$ cat src/rtl/fifo_uart_tx.sv
// fifo_uart_tx: drains a byte FIFO and serializes each byte as 8N1 UART frames.
module fifo_uart_tx #(
    parameter int CLOCK_FREQ          = 125_000_000,
    parameter int BAUD_RATE           = 115_200,
    parameter int SYMBOL_EDGE_TIME    = CLOCK_FREQ / BAUD_RATE,
    parameter int CLOCK_COUNTER_WIDTH = $clog2(SYMBOL_EDGE_TIME)
) (
    input  logic        clk,
    input  logic        rst,
    input  logic        fifo_empty,
    input  logic [7:0]  fifo_dout,
    output logic        fifo_rd_en,
    output logic        serial_out,
    output logic        busy,
    output logic [15:0] frames_sent
);
    typedef enum logic [1:0] {IDLE, WAIT, TX} state_t;

    localparam logic [CLOCK_COUNTER_WIDTH-1:0] LAST_COUNT = CLOCK_COUNTER_WIDTH'(SYMBOL_EDGE_TIME - 1);

    if (SYMBOL_EDGE_TIME < 2) begin : g_bad_rate
        $error("fifo_uart_tx: SYMBOL_EDGE_TIME must be at least 2");
    end

    state_t                         state, state_next;
    logic [9:0]                     shift, shift_next;
    logic [CLOCK_COUNTER_WIDTH-1:0] clk_count, clk_count_next;
    logic [3:0]                     bit_count, bit_count_next;
    logic [15:0]                    frame_count, frame_count_next;
    logic                           rd_req;

    always_ff @(posedge clk) begin
        if (rst) begin
            state       <= IDLE;
            shift       <= '1;
            clk_count   <= '0;
            bit_count   <= '0;
            frame_count <= '0;
        end else begin
            state       <= state_next;
            shift       <= shift_next;
            clk_count   <= clk_count_next;
            bit_count   <= bit_count_next;
            frame_count <= frame_count_next;
        end
    end

    always_comb begin
        state_next       = state;
        shift_next       = shift;
        clk_count_next   = clk_count;
        bit_count_next   = bit_count;
        frame_count_next = frame_count;
        rd_req           = 1'b0;
        case (state)
            IDLE: begin
                if (!fifo_empty) begin
                    rd_req     = 1'b1;
                    state_next = WAIT;
                end
            end
            WAIT: begin
                // The FIFO has registered output, so the popped byte is visible only now.
                shift_next     = {1'b1, fifo_dout, 1'b0};
                clk_count_next = '0;
                bit_count_next = '0;
                state_next     = TX;
            end
            TX: begin
                if (clk_count == LAST_COUNT) begin
                    clk_count_next = '0;
                    shift_next     = {1'b1, shift[9:1]};
                    if (bit_count == 4'd9) begin
                        bit_count_next   = '0;
                        frame_count_next = frame_count + 16'd1;
                        state_next       = IDLE;
                    end else begin
                        bit_count_next = bit_count + 4'd1;
                    end
                end else begin
                    clk_count_next = clk_count + 1'b1;
                end
            end
            default: state_next = IDLE;
        endcase
    end

    assign fifo_rd_en  = rd_req && !rst;
    assign serial_out  = (state == TX) ? shift[0] : 1'b1;
    assign busy        = state != IDLE;
    assign frames_sent = frame_count;
endmodule

$ cat config.mk
export PLATFORM = sky130hd
export DESIGN_NAME = fifo_uart_tx
export DESIGN_NICKNAME = d
export VERILOG_FILES = /design/src/rtl/fifo_uart_tx.sv
export SDC_FILE = /design/constraint.sdc
export NUM_CORES = 1
export LEC_CHECK = 0
export BUFFER_PORTS_ARGS = -buffer_cell sky130_fd_sc_hd__buf_4
export CAP_MARGIN = 20
export CORE_MARGIN = 2
export CORE_UTILIZATION = 50
export DETAILED_ROUTE_END_ITERATION = 8
export PLACE_DENSITY = 0.71
export SETUP_SLACK_MARGIN = 0.15
export SKIP_LAST_GASP = 1
export SYNTH_ARGS = -nofsm -noshare
export SYNTH_HDL_FRONTEND = slang
export SYNTH_SLANG_ARGS = --single-unit
$ cat constraint.sdc
create_clock -name clk -period 2.5 [get_ports clk]
set_input_delay 0.5 -clock clk [delete_from_list [all_inputs] [get_ports clk]]
set_output_delay 0.5 -clock clk [all_outputs]
set_load 0.005 [all_outputs]
==> impl_metrics.ini <==
[grt]
grt_use_total_pct = 19.53
globalRouteOverflowTotal = 0
grt_first_pass_wirelength_mm = 7.921
grt_max_degree = 42
initial_antenna_violation_count = 0
grt_pass1_vias = 1820

[pwr]
power_per_cell_area_nw_per_um2 = 644.6
irDropWorstVdd_v = 0.0005165
p_leak_nw = 0.9266
share_comb_of_total_power_pct = 16.5
power.internal_w = 0.001224
clock_power_share_pct = 38.9
switching_part_of_the_total_power_pct = 26.04
seq_power_share_pct = 44.5
power_switching_w = 0.0004309

[clock_network]
worst_skew_pair.late_latency_ns = 0.30
cts_repair_resize_count = 0
clock_tree.buffer_depth = 2
cts.clk_slew.worst_paths_ns = 0.09
tritoncts.num_buffers = 5
cts_hold_buffers = 0
clock_sink_count = 42
post_cts_buffers = 0
tritoncts = built
clock-root-buffer = sky130_fd_sc_hd__clkbuf_8
htree_levels = 2

[critical_path]
type_of_element_capturing_the_critical_path = register
cp_top_family = simple AND/OR/NAND/NOR gates
worst_setup_path_start_kind = register
timing.critical_path.arrival_ns = 2.42
cp_cell_sequence = inv_1 -> ha_1 -> nand3_1 -> or4_4 -> or4_1 -> a21oi_1
cp_max_fo = 22
worst_path_required_ns = 2.73
slowest_delay_ns = 0.68
critical_path.n_buffers_inverters = 1
worst_path_max_delay_cell = sky130_fd_sc_hd__or4_4
path_class = register to register

[timing]
setup-tns-final_ns = 0
worst_slack_ns = 0.3059
worst_pin_slew_ns = 0.6173
report.final.slew_viol_count = 0
clock_skew_ns = 0.008953
max_freq_mhz = 455.8
grt_setup_unrepaired = false
max-slew-margin-rel_pct = 58.47
finalCriticalPeriod_ns = 2.194
setup-violations-final = 0
layout_worst_path_cycle_share_pct = 87.76
finalHoldViolations = 0
worst_hold_slack_ns = 0.4727

[die]
die_x_um = 70.06
std_cell_rows = 24
initial_utilization_pct = 51.17
num_io_pins = 30
die_height_um = 70.06
core_area_um2 = 4264
die_area_um2 = 4908

[status]
outcome = finished, final reports clean

[route]
wire_per_inst_um = 13.66
drc = 0
totalWireLength_mm = 4.575
violation_count_after_the_first_detailed_routing_iteration = 73
drt-pass1-iter-count = 4
final_antenna_net_count = 0
num_vias = 1946
viasPerCell = 5.809

[yosys]
synth_top_family_by_area = simple AND/OR/NAND/NOR gates
synth_cell_type_count = 48
yosys.area_share.simple_pct = 28.15
synth-compound-area-share_pct = 18.64
synth_fa_ha_area_share_pct = 5.161
synth.mux.area_fraction_pct = 0.4587
synthXorXnorAreaFrac_pct = 4.014
synthesis.area_per_instance_um2 = 8.491
postSynthCellCount = 257
syn-num-nets = 277
yosys_register_bits = 42
synth.yosys.warnings = 0
yosysSeqAreaShare_pct = 38.53
synthesis.area_um2 = 2182

[flow_run]
timing.max_cap.violations = 0

[cells_and_area]
insertedDiodeCount = 0
layout-area-overhead-vs-synth_pct = 17.66
final_layout_size_suffix_gt1_share_pct = 16.25
finish.net_count = 302
mostFrequentLayoutCell = sky130_fd_sc_hd__dfxtp_1
final_cell_mix = 42 x sky130_fd_sc_hd__dfxtp_1, 34 x sky130_fd_sc_hd__buf_4, 27 x sky130_fd_sc_hd__a21oi_1

[placed_design]
dp_slack_ns = 0.3178
place.gp.congestion = 0.7759
buffer_ports.inserted = 29
dp_hpwl_mm = 3.109

[min_path]
min-delay-path-class = input pin to register
[power by group through the flow]
stage / clock network (W) / logic (W) / registers, W
finish: 0.000644 / 0.000274 / 0.000737
global route: 0.000679 / 0.000309 / 0.000743
CTS: 0.000656 / 0.000276 / 0.000737
detailed placement: 0 / 0.000270 / 0.000752
global placement: 0 / 0.000267 / 0.000752
floorplan: 0 / 0.000195 / 0.000748
[worst paths after layout]
kind | slack [ns] | cells after the start | endpoint | startpoint
hold / removal | 0.47 | 3 | shift[8]$_SDFFE_PP1P_ | fifo_dout[7]
setup reg to reg | 0.31 | 6 | frames_sent[14]$_SDFFE_PP0P_ | state[0]$_SDFFE_PP0P_
hold reg to reg | 0.48 | 2 | shift[0]$_SDFFE_PP1P_ | shift[0]$_SDFFE_PP1P_
setup / recovery | 0.31 | 6 | frames_sent[14]$_SDFFE_PP0P_ | state[0]$_SDFFE_PP0P_
[kinds of logic (layout without fill, tap and decap cells)]
logic type,Yosys count,after routing
simple gates,105,105
compound gates,64,64
flops,42,42
buf+inv,26,52
xor+xnor,10,10
fa+ha+maj,9,9
mux,1,1
[state kept, by name (all words and copies together), names as in the netlist]
signal	count
bit_count	4
clk_count	11
frames_sent	16
shift	9
state	2
[layout make-up]
class / instances / area (um2)
Fill cell: 405 / 1697
Tap cell: 52 / 65.06
Inverter: 10 / 37.54
Sequential cell: 42 / 840.8
Timing Repair Buffer: 34 / 255.2
Multi-Input combinational cell: 189 / 1231
Clock buffer: 5 / 68.82
Clock inverter: 3 / 68.82
[worst register-to-register path, cell delays in order (launching register included)]
cell                      delay, ns
sky130_fd_sc_hd__dfxtp_1       0.33
sky130_fd_sc_hd__inv_1         0.11
sky130_fd_sc_hd__ha_1          0.18
sky130_fd_sc_hd__nand3_1       0.15
sky130_fd_sc_hd__or4_4         0.68
sky130_fd_sc_hd__or4_1         0.54
sky130_fd_sc_hd__a21oi_1       0.16
[synthesized netlist by cell type (all sizes together)]
library cell,n,area (um2)
dfxtp,42,840.8
o31ai,11,82.58
clkbuf,13,50.04
nor2,15,56.30
and4bb,1,12.51
nor3,11,55.05
a31oi,1,6.260
or4b,1,10.01
o31a,1,8.760
o21ai,6,30.03
or3,4,25.02
and3b,1,8.760
o21bai,2,15.01
and2,3,18.77
a21o,3,22.52
or2,1,6.260
nor2b,9,56.30
inv,10,37.54
and4b,1,10.01
buf,3,22.52
mux2i,1,10.01
ha,9,112.6
or4,12,93.84
nand3,14,70.07
nor4bb,1,10.01
nand4,7,43.79
a21oi,27,135.1
xnor2,7,61.31
nand3b,1,7.510
and3,2,12.51
nand4bb,2,22.52
o41ai,1,8.760
a211oi,8,60.06
o41a,1,11.26
nor3b,1,7.510
a41o,1,10.01
nand2b,2,12.51
nand4b,1,8.760
nand2,12,45.04
o2bb2ai,1,8.760
nor4,2,12.51
a22oi,1,7.510
xor2,3,26.28
and4,1,8.760
[stage by stage]
step                       power, W  std cells  area [um2]  utilization [%]
final                      0.001655        335        2567            60.21
after global routing       0.001731        335        2567            60.21
after CTS                  0.001668        335        2567            60.21
after detailed placement   0.001022        327        2430            56.98
after global placement     0.001019        327        2430            56.98
after floorplan           0.0009429        257        2182                -
[per-layer routing]
metal / global-route usage [%] / up-vias / wire [um] / part of all wire, %
met2: 31.32 / 29 / 2094 / 46
met3: 3.752 / 5 / 143 / 3.1
li1: - / 996 / - / -
met1: 26.16 / 916 / 2290 / 50
met5: 0 / - / 0 / 0
met4: 7.265 / 0 / 47 / 1.0
No activity file was read; power rests on OpenSTA's default activity.
